===== src/rtl/ps2_pkg.sv =====
// Shared PS/2 definitions: prefix bytes, receiver FSM states, arrow-key codes.
package ps2_pkg;

  localparam logic [7:0] PS2_PREFIX_EXT   = 8'hE0;
  localparam logic [7:0] PS2_PREFIX_BREAK = 8'hF0;

  localparam logic [7:0] PS2_KEY_LEFT  = 8'h6B;
  localparam logic [7:0] PS2_KEY_RIGHT = 8'h74;
  localparam logic [7:0] PS2_KEY_UP    = 8'h75;
  localparam logic [7:0] PS2_KEY_DOWN  = 8'h72;

  typedef enum logic [1:0] {
    ST_IDLE,
    ST_DATA,
    ST_PARITY,
    ST_STOP
  } ps2_state_t;

  // Odd parity holds when data bits plus parity bit contain an odd number of ones.
  function automatic logic odd_parity_ok(input logic [7:0] data, input logic par);
    return ^{data, par};
  endfunction

endpackage


===== src/rtl/ps2_keyboard_rx_if.sv =====
// Decoded key-event bus between the PS/2 receiver and the game datapath.
interface ps2_keyboard_rx_if;
  logic [7:0] keycode;
  logic       key_make;
  logic       key_ext;
  logic       key_valid;
  logic       frame_err;

  modport master (output keycode, key_make, key_ext, key_valid, frame_err);
  modport slave  (input  keycode, key_make, key_ext, key_valid, frame_err);
endinterface


===== src/rtl/ps2_frame_rx.sv =====
// PS/2 frame receiver: synchronises the raw lines, deserialises 11-bit frames,
// checks parity/stop and discards frames that stall mid-way.
module ps2_frame_rx
  import ps2_pkg::*;
#(
  parameter logic [25:0] TIMEOUT_CYCLES = 26'd50_000,
  parameter int unsigned SYNC_STAGES    = 2
) (
  input  logic       clk,
  input  logic       reset,
  input  logic       ps2_clk,
  input  logic       ps2_data,
  output logic [7:0] rx_byte,
  output logic       byte_valid,
  output logic       err
);

  logic [SYNC_STAGES-1:0] clk_sync;
  logic [SYNC_STAGES-1:0] data_sync;
  logic                   clk_prev;
  logic                   clk_s;
  logic                   data_s;
  logic                   fall;

  ps2_state_t  state;
  ps2_state_t  state_n;
  logic [2:0]  bit_cnt;
  logic [7:0]  shift;
  logic        par_bit;
  logic [25:0] tcount;
  logic        timeout;

  assign clk_s   = clk_sync[SYNC_STAGES-1];
  assign data_s  = data_sync[SYNC_STAGES-1];
  assign fall    = clk_prev & ~clk_s;
  assign timeout = (state != ST_IDLE) && !fall && (tcount == TIMEOUT_CYCLES);
  assign rx_byte = shift;

  // Synchroniser chains and previous-clock flop; all reset to the idle-high level.
  always_ff @(posedge clk or posedge reset) begin
    if (reset) begin
      clk_sync  <= '1;
      data_sync <= '1;
      clk_prev  <= 1'b1;
    end else begin
      clk_sync  <= {clk_sync[SYNC_STAGES-2:0], ps2_clk};
      data_sync <= {data_sync[SYNC_STAGES-2:0], ps2_data};
      clk_prev  <= clk_s;
    end
  end

  // State register.
  always_ff @(posedge clk or posedge reset) begin
    if (reset) state <= ST_IDLE;
    else       state <= state_n;
  end

  // Next-state and frame-check strobes; a fall in the limit cycle beats the timeout.
  always_comb begin
    state_n    = state;
    byte_valid = 1'b0;
    err        = 1'b0;
    case (state)
      ST_IDLE:   if (fall && !data_s) state_n = ST_DATA;
      ST_DATA:   if (fall && bit_cnt == 3'd7) state_n = ST_PARITY;
      ST_PARITY: if (fall) state_n = ST_STOP;
      ST_STOP: begin
        if (fall) begin
          state_n = ST_IDLE;
          if (data_s && odd_parity_ok(shift, par_bit)) byte_valid = 1'b1;
          else                                         err        = 1'b1;
        end
      end
      default:   state_n = ST_IDLE;
    endcase
    if (timeout) begin
      state_n = ST_IDLE;
      err     = 1'b1;
    end
  end

  // Data shift register, bit counter, parity capture and stall counter.
  always_ff @(posedge clk or posedge reset) begin
    if (reset) begin
      bit_cnt <= '0;
      shift   <= '0;
      par_bit <= 1'b0;
      tcount  <= '0;
    end else begin
      if (fall) begin
        case (state)
          ST_IDLE:   bit_cnt <= '0;
          ST_DATA: begin
            shift[bit_cnt] <= data_s;
            bit_cnt        <= bit_cnt + 3'd1;
          end
          ST_PARITY: par_bit <= data_s;
          default:   ;
        endcase
      end
      if (state_n == ST_IDLE || fall) tcount <= '0;
      else                            tcount <= tcount + 26'd1;
    end
  end

endmodule


===== src/rtl/ps2_keyboard_rx.sv =====
// PS/2 keyboard receiver top: folds E0/F0 prefixes into flags and registers
// one decoded key event per completed scan-code sequence.
module ps2_keyboard_rx
  import ps2_pkg::*;
#(
  parameter logic [25:0] TIMEOUT_CYCLES = 26'd50_000,
  parameter int unsigned SYNC_STAGES    = 2
) (
  input  logic              clk,
  input  logic              reset,
  input  logic              ps2_clk,
  input  logic              ps2_data,
  ps2_keyboard_rx_if.master key_if
);

  logic [7:0] rx_byte;
  logic       byte_valid;
  logic       err;

  logic [7:0] keycode;
  logic       key_make;
  logic       key_ext;
  logic       key_valid;
  logic       frame_err;
  logic       ext_pending;
  logic       brk_pending;

  ps2_frame_rx #(
    .TIMEOUT_CYCLES (TIMEOUT_CYCLES),
    .SYNC_STAGES    (SYNC_STAGES)
  ) u_frame_rx (
    .clk        (clk),
    .reset      (reset),
    .ps2_clk    (ps2_clk),
    .ps2_data   (ps2_data),
    .rx_byte    (rx_byte),
    .byte_valid (byte_valid),
    .err        (err)
  );

  // Prefix flags and held key outputs; a bad frame drops any pending prefixes.
  always_ff @(posedge clk or posedge reset) begin
    if (reset) begin
      keycode     <= '0;
      key_make    <= 1'b0;
      key_ext     <= 1'b0;
      key_valid   <= 1'b0;
      frame_err   <= 1'b0;
      ext_pending <= 1'b0;
      brk_pending <= 1'b0;
    end else begin
      key_valid <= 1'b0;
      frame_err <= err;
      if (err) begin
        ext_pending <= 1'b0;
        brk_pending <= 1'b0;
      end else if (byte_valid) begin
        if (rx_byte == PS2_PREFIX_EXT) begin
          ext_pending <= 1'b1;
        end else if (rx_byte == PS2_PREFIX_BREAK) begin
          brk_pending <= 1'b1;
        end else begin
          keycode     <= rx_byte;
          key_make    <= ~brk_pending;
          key_ext     <= ext_pending;
          key_valid   <= 1'b1;
          ext_pending <= 1'b0;
          brk_pending <= 1'b0;
        end
      end
    end
  end

  assign key_if.keycode   = keycode;
  assign key_if.key_make  = key_make;
  assign key_if.key_ext   = key_ext;
  assign key_if.key_valid = key_valid;
  assign key_if.frame_err = frame_err;

endmodule


===== src/flat_wrapper.sv =====
// flat-port wrapper written by rule: the top's interface ports become plain ports
module ps2_keyboard_rx_flat import ps2_pkg::*;
#(
  parameter logic [25:0] TIMEOUT_CYCLES = 26'd50_000,
  parameter int unsigned SYNC_STAGES    = 2
)
  (clk, reset, ps2_clk, ps2_data, key_if_keycode, key_if_key_make, key_if_key_ext, key_if_key_valid, key_if_frame_err);
  ps2_keyboard_rx_if key_if_i ();
  input  logic clk;
  input  logic reset;
  input  logic ps2_clk;
  input  logic ps2_data;
  output wire logic [$bits(key_if_i.keycode)-1:0] key_if_keycode;
  output wire logic [$bits(key_if_i.key_make)-1:0] key_if_key_make;
  output wire logic [$bits(key_if_i.key_ext)-1:0] key_if_key_ext;
  output wire logic [$bits(key_if_i.key_valid)-1:0] key_if_key_valid;
  output wire logic [$bits(key_if_i.frame_err)-1:0] key_if_frame_err;
  assign key_if_keycode = key_if_i.keycode;
  assign key_if_key_make = key_if_i.key_make;
  assign key_if_key_ext = key_if_i.key_ext;
  assign key_if_key_valid = key_if_i.key_valid;
  assign key_if_frame_err = key_if_i.frame_err;
  ps2_keyboard_rx #(.TIMEOUT_CYCLES(TIMEOUT_CYCLES), .SYNC_STAGES(SYNC_STAGES)) u_core (.clk(clk), .reset(reset), .ps2_clk(ps2_clk), .ps2_data(ps2_data), .key_if(key_if_i));
endmodule

===== config.mk =====
export PLATFORM = sky130hd
export DESIGN_NAME = ps2_keyboard_rx_flat
export DESIGN_NICKNAME = d
export VERILOG_FILES = /design/src/rtl/ps2_pkg.sv /design/src/rtl/ps2_keyboard_rx_if.sv /design/src/rtl/ps2_frame_rx.sv /design/src/rtl/ps2_keyboard_rx.sv /design/src/flat_wrapper.sv
export SDC_FILE = /design/constraint.sdc
export NUM_CORES = 1
export LEC_CHECK = 0
export ABC_AREA = 1
export CAP_MARGIN = 40
export CORE_MARGIN = 3
export CORE_UTILIZATION = 60
export DETAILED_ROUTE_END_ITERATION = 10
export HOLD_SLACK_MARGIN = 0.03
export PLACE_DENSITY = 0.86
export SETUP_SLACK_MARGIN = 0.1
export SYNTH_ARGS = -nofsm -noshare
export SYNTH_HDL_FRONTEND = slang
export SYNTH_SLANG_ARGS = --single-unit

===== constraint.sdc =====
create_clock -name clk -period 2.52 [get_ports clk]
set_input_delay 0.504 -clock clk [delete_from_list [all_inputs] [get_ports clk]]
set_output_delay 0.504 -clock clk [all_outputs]
set_load 0.01 [all_outputs]

==> results of run 1 <==
[report_power, final]
part	switching, W	leakage (nW)	internal, W
clock network	0.000356	0.104	0.000525
registers	0.000211	0.778	0.00112
logic	0.000653	0.864	0.000352
[worst max-delay path, stage by stage, from the launching register on]
cell and delay (ns):
dfrtp_1 0.44, inv_1 0.15, nand2_1 0.06, nand2_1 0.09
nand2_1 0.07, nand2_1 0.06, nand2_1 0.07, nand3_1 0.10
nand2_1 0.07, nor2_2 0.13, nand2_1 0.39, o21ai_0 0.38
[Yosys cell counts]
master / number / area [µm²]
o21ai_2: 1 / 8.760
nor3b_1: 1 / 7.510
clkbuf_2: 1 / 5.000
ha_1: 4 / 50.05
nor2b_1: 1 / 6.260
nand4_1: 16 / 100.1
nor2_1: 60 / 225.2
xnor2_1: 6 / 52.55
a21oi_2: 1 / 8.760
nor2_4: 4 / 45.04
nand3b_2: 1 / 11.26
buf_2: 1 / 5.000
a21oi_1: 12 / 60.06
nor2_2: 2 / 12.51
o211ai_1: 1 / 7.510
a31oi_1: 9 / 56.30
nand3_1: 12 / 60.06
nand2_2: 3 / 18.77
nor4_1: 2 / 12.51
nand2_4: 3 / 33.78
dfrtp_1: 54 / 1351
o21ai_0: 9 / 45.04
nor3_1: 23 / 115.1
xor2_1: 9 / 78.83
clkinv_1: 1 / 3.750
nand2_1: 101 / 379.1
buf_4: 3 / 22.52
nor3_2: 2 / 20.02
o21bai_1: 1 / 7.510
dfstp_2: 5 / 131.4
nand3_4: 1 / 17.52
inv_2: 1 / 3.750
o21ai_1: 4 / 20.02
inv_1: 58 / 217.7
[cell type report]
cell class	count	area (µm²)	area share
clock buffers	12	165.2	0.04560
inverters	60	225.2	0.06218
flip-flops and latches	59	1483	0.4093
well taps	67	83.83	0.02314
multi-input cells	289	1460	0.4031
repair buffers	16	170.2	0.04698
clock inverters	2	35.03	0.009672
[registers in the layout, summed over array words and instances, names as in the netlist]
register,count
u_core.brk_pending,1
u_core.ext_pending,1
u_core.key_if.frame_err,1
u_core.key_if.key_ext,1
u_core.key_if.key_make,1
u_core.key_if.key_valid,1
u_core.key_if.keycode,8
u_core.u_frame_rx.bit_cnt,3
u_core.u_frame_rx.clk_prev,1
u_core.u_frame_rx.clk_sync,2
u_core.u_frame_rx.data_sync,2
u_core.u_frame_rx.par_bit,1
u_core.u_frame_rx.rx_byte,8
u_core.u_frame_rx.state,2
u_core.u_frame_rx.tcount,26
[per-layer routing]
| layer | part of all wire | vias to the layer above | global-route usage |
|---|---|---|---|
| met5 | 0 | - | 0 |
| met4 | 0.028 | 0 | 0.1289 |
| met3 | 0.035 | 18 | 0.05215 |
| met2 | 0.54 | 59 | 0.4832 |
| met1 | 0.40 | 1322 | 0.2946 |
| li1 | - | 1359 | - |
[through the flow]
stage / cells / hold slack [ns] / area [µm²]
6_report: 505 / 0.3527 / 3622
3_5_place_dp: 491 / 0.3472 / 3422
2_1_floorplan: 413 / 0.3452 / 3201
4_1_cts: 505 / 0.3538 / 3622
3_3_place_gp: 491 / 0.3483 / 3422
5_1_grt: 505 / 0.3536 / 3622
[worst paths after layout]
check	endpoint	start	slack (ns)
setup / recovery	u_core.key_if.keycode[5]	u_core.u_frame_rx.rx_byte[0]	0.40
hold / removal	u_core.u_frame_rx.data_sync[1]	u_core.u_frame_rx.data_sync[0]	0.35
setup reg to reg	u_core.key_if.keycode[5]	u_core.u_frame_rx.rx_byte[0]	0.40
hold reg to reg	u_core.u_frame_rx.data_sync[1]	u_core.u_frame_rx.data_sync[0]	0.35
max in group asynchronous	u_core.u_frame_rx.data_sync[0]	reset	1.68
min in group asynchronous	u_core.key_if.frame_err	reset	0.55
[cells by family after synthesis]
| kind of cell | Yosys count |
|---|---|
| AO/OA/AOI/OAI | 38 |
| buffers and inverters | 65 |
| flip-flops | 59 |
| AND/OR/NAND/NOR | 232 |
| XOR/XNOR | 15 |
| adder cells (fa/ha/maj) | 4 |
==> metrics.yaml, run 1 <==
status: "completed"
path_clk_slew_ns: 0.06
grt_max_degree: 60
ys_seq_area_frac: 0.4633
routed_wl_mm: 7.446
clk_path_buf_depth: 2
start_util: 0.6476
io_pins: 16
root_buffer: "clkbuf_8"
final_cell_mix: "nand2_1, nor2_1, inv_1, dfrtp_1, nor3_1"
cts_resized: 0
min_path_cells: 0
drc: 0
power_w: 0.003218
grt_pass1_vias: 2806
synthAdderAreaFrac: 0.01564
synth_xor_area_frac: 0.04105
finish.utilization: 0.7329
antenna_found_initial: 0
grt_pass1_wl_mm: 12.79
arrival_ns: 2.35
ys_types: 34
overflow: 0
maxCapViolCount: 0
placementRows: 25
dr.pass1.iters: 4
clock_skew_ns: 0.01146
h-tree-depth: 3
drive_above_1_share: 0.09132
place.gp.congestion: 0.9029
finalHoldViolCount: 0
start_kind: "flip-flop"
fmax_mhz: 471.7
ant_nets: 0
synth-compound-area-share: 0.06685
yosys.area_share.simple: 0.3327
postCtsHoldBufs: 0
grtUsageTotal: 0.2657
dpl.hpwl_mm: 5.409
core_mm2: 0.004942
fin_crit_sh: 0.8413
cts_setup_buffers: 0
reg2reg_depth: 11
power_density_mw_per_mm2: 888.4
rsz0062_at_grt: "false"
cts_sinks: 59
tightest_slew_ns: 0.6102
slew_viol_final: 0
numCtsBuffers: 9
syn_area_mm2: 0.003201
vias: 2758
avgSynthCellArea_um2: 7.750
fillers: 409
synthCells: 413
viasPerCell: 5.461
syn-num-nets: 421
setup_ws_ns: 0.3999
maxSlewHeadroom: 0.5922
drt_iter0_markers: 226
n_antenna_cell: 0
final_common_cell: "nand2_1"
critical_path_required_ns: 2.75
routed_wire_length_per_instance_um: 14.74
finalNetCount: 443
ir_worst_vdd_v: 0.0005645
tns_ns: 0
hp-class: "flip-flop to flip-flop"
pre_cts_ws_ns: 0.4375
synthMuxAreaShare: 0
cp_max_fo: 20
crit_type: "flip-flop to flip-flop"
leakage_nw: 1.746
synth-seq-cells: 59
cts_tree: "done"
chipHeight_um: 79.04
period_minus_slack_ns: 2.120
synth_top_family_by_area: "simple AND/OR/NAND/NOR gates"
clock_latency_ns: 0.34
syn2layout_area_growth_pct: 13.17
die_w_um: 79.04
setup_viol: 0
io_buffers: 15
dieArea_mm2: 0.006247
ys.warnings.count: 0
setup.worst_path.end_class: "flip-flop"
No activity file was read; power rests on OpenSTA's default activity.
==> run 2: changes to the inputs <==
clock period = 2.2 ns   (was 2.52 ns; I/O delays follow)
==> run 2 against run 1 <==
  * Critical path depth decreased by 1
  * Cell area is 3.7% higher
  * Clock-buffer cell count stayed put
  * Critical path type unchanged
  * Critical endpoint is now u_core.u_frame_rx.tcount[15]
  * Largest power group unchanged
  * Largest cell class is now multi-input combinational cells
  * Global-route usage decreased by 0.99 points
  * Die area unchanged
  * Worst setup slack worse by 0.12 ns
  * Utilization is 2.7 points higher
  * Register-to-register slack worse by 0.12 ns
  * Clock power increased by 53%
==> metrics.yaml, run 2 (synthesized netlist as in run 1, its figures left out) <==
status: "completed"
finish.utilization: 0.7597  # +0.02684
finalHoldViolCount: 0  # unchanged
gr-usage-met3: 0.07823  # +0.02608
numCtsBuffers: 9  # unchanged
finalNetCount: 445  # +0.45%
setup.worst_path.end_class: "flip-flop"
path_clk_slew_ns: 0.06  # about the same
start_util: 0.6476  # unchanged
fin_crit_sh: 0.8709  # +0.02953
tns_ns: 0  # unchanged
postCtsHoldBufs: 0  # unchanged
viasPerCell: 5.527  # +1.2%
core_mm2: 0.004942  # unchanged
cpPeakStageDelay_ns: 0.54  # +0.10 ns
intPower_w: 0.002656  # +33%
largest-register: "u_core.u_frame_rx.tcount"
final_cell_mix: "nand2_1, nor2_1, inv_1, dfrtp_1, nor3_1"
multi_input_area_mm2: 0.001490  # +2.1%
hp-class: "flip-flop to flip-flop"
cp_cell_sequence: "inv_1 -> nand2_4 -> nand4_1 -> nor2_1 -> nand3_2 -> nand2_2 -> o21ai_4 -> nand2_4 -> buf_12 -> nor2_1"
p_sw_frac: 0.3524  # -0.02661
maxCapViolCount: 0  # unchanged
setup_ws_ns: 0.2841  # -0.1157 ns
fillers: 375  # -8.3%
grtUsageMet2: 0.4444  # -0.03872
clock_skew_ns: 0.01018  # -0.001282 ns
placementRows: 25  # unchanged
tightest_slew_ns: 0.5270  # -0.08324 ns
busiest_layer: "met2"
grt_pass1_vias: 2834  # +1.0%
regArea_mm2: 0.001483  # unchanged
rsz0062_at_grt: "true"
ant_nets: 0  # unchanged
grtUsageTotal: 0.2557  # -0.009925
n_antenna_cell: 0  # unchanged
grt_pass1_wl_mm: 12.37  # -3.2%
dpl.hpwl_mm: 5.135  # -5.1%
largest_register_ffs: 26  # unchanged
clock_latency_ns: 0.34  # about the same
critical_path_required_ns: 2.42  # -0.33 ns
maxSlewHeadroom: 0.6474  # +0.05518
chipHeight_um: 79.04  # unchanged
p_comb_frac: 0.301  # -0.012
cp_max_fo: 18  # -10%
power.net_switching_w: 0.001445  # +18%
place.gp.congestion: 0.9576  # +6.1%
dieArea_mm2: 0.006247  # unchanged
leakage_nw: 1.801  # +3.1%
syn2layout_area_growth_pct: 17.32
overflow: 0  # unchanged
io_pins: 16  # unchanged
antenna_found_initial: 0  # unchanged
routed_wire_length_per_instance_um: 14.22  # -3.6%
clk_path_buf_depth: 2  # unchanged
placed_cells: 493  # +0.41%
grt_use_met1: 0.2844  # -0.01013
arrival_ns: 2.14  # -0.21 ns
slew_viol_final: 0  # unchanged
power_density_mw_per_mm2: 1092  # +23%
drive_above_1_share: 0.1063  # +0.01501
root_buffer: "clkbuf_8"
period_minus_slack_ns: 1.916  # -0.2043 ns
die_w_um: 79.04  # unchanged
drt_iter0_markers: 139  # -38%
setup_viol: 0  # unchanged
final_common_cell: "nand2_1"
final_cell_count_no_fill: 509  # +0.79%
routed_wl_mm: 7.238  # -2.8%
vias: 2813  # +2.0%
dr.pass1.iters: 7  # +3
io_buffers: 15  # unchanged
h-tree-depth: 3  # unchanged
cts_sinks: 59  # unchanged
crit_type: "flip-flop to flip-flop"
ir_worst_vdd_v: 0.0007577  # +34%
start_kind: "flip-flop"
grt_max_degree: 46  # -23%
p_clk_frac: 0.328  # +0.054
cp_slowest_cell: "dfstp_2"
fmax_mhz: 522.0  # +11%
p_seq_frac: 0.371  # -0.043
drc: 0  # unchanged
cts_tree: "done"
pre_cts_ws_ns: 0.1796  # -0.2579 ns
run 2: cell count changes in the layout (fill, tap and decap cells not counted), sizes merged:
cell and change:
clkinv -1, buf +2, bufinv +3
run 2: stage by stage:
stage | instance area [µm²] | hold WS (ns) | power (W)
after floorplan | 3201 | 0.3452 | 0.002343
after global placement | 3450 | 0.3462 | 0.002646
after detailed placement | 3450 | 0.3468 | 0.002712
after CTS | 3725 | 0.3499 | 0.004074
after global routing | 3755 | 0.3510 | 0.004359
final | 3755 | 0.3538 | 0.004101
run 2: area by class of cell:
type                    instances  area share
clock buffers                  12     0.04132
clock inverters                 4     0.03199
flip-flops and latches         59      0.3949
well taps                      67     0.02233
inverters                      60     0.05998
repair buffers                 18     0.05265
multi-input cells             289      0.3969
run 2: repair_timing:
action                                  CTS  global route
endpoints found under the setup margin    0            28
gates resized for setup                   0             8
setup buffers                             0             0
hold endpoints to repair                  0             0
run 2: final timing paths:
check                                                from  depth (start not counted)  slack (ns)                              to
setup / recovery            u_core.u_frame_rx.clk_sync[1]                         10        0.28    u_core.u_frame_rx.tcount[15]
hold / removal             u_core.u_frame_rx.data_sync[0]                          0        0.35  u_core.u_frame_rx.data_sync[1]
setup reg to reg            u_core.u_frame_rx.clk_sync[1]                         10        0.28    u_core.u_frame_rx.tcount[15]
hold reg to reg            u_core.u_frame_rx.data_sync[0]                          0        0.35  u_core.u_frame_rx.data_sync[1]
max in group asynchronous                           reset                          3        1.24      u_core.u_frame_rx.clk_prev
min in group asynchronous                           reset                          2        0.37        u_core.key_if.keycode[6]
run 2: power by group through the flow:
stage | combinational (W) | sequential, W | clock (W)
3_5_place_dp | 0.00118 | 0.00153 | 0
5_1_grt | 0.00140 | 0.00155 | 0.00141
6_report | 0.00123 | 0.00152 | 0.00135
3_3_place_gp | 0.00113 | 0.00151 | 0
2_1_floorplan | 0.000854 | 0.00149 | 0
4_1_cts | 0.00120 | 0.00151 | 0.00137
run 2: layer usage:
layer  routed length (µm)  up-vias
met4                  176        0
li1                     -     1373
met2                 3775      101
met3                  380       23
met5                    0        -
met1                 2906     1316
run 2: worst max-delay path: cells and delay by family (launching register included):
kind | cells | cell delay [ns]
simple gates | 7 | 0.93
flops | 1 | 0.54
buf+inv | 2 | 0.24
compound gates | 1 | 0.09
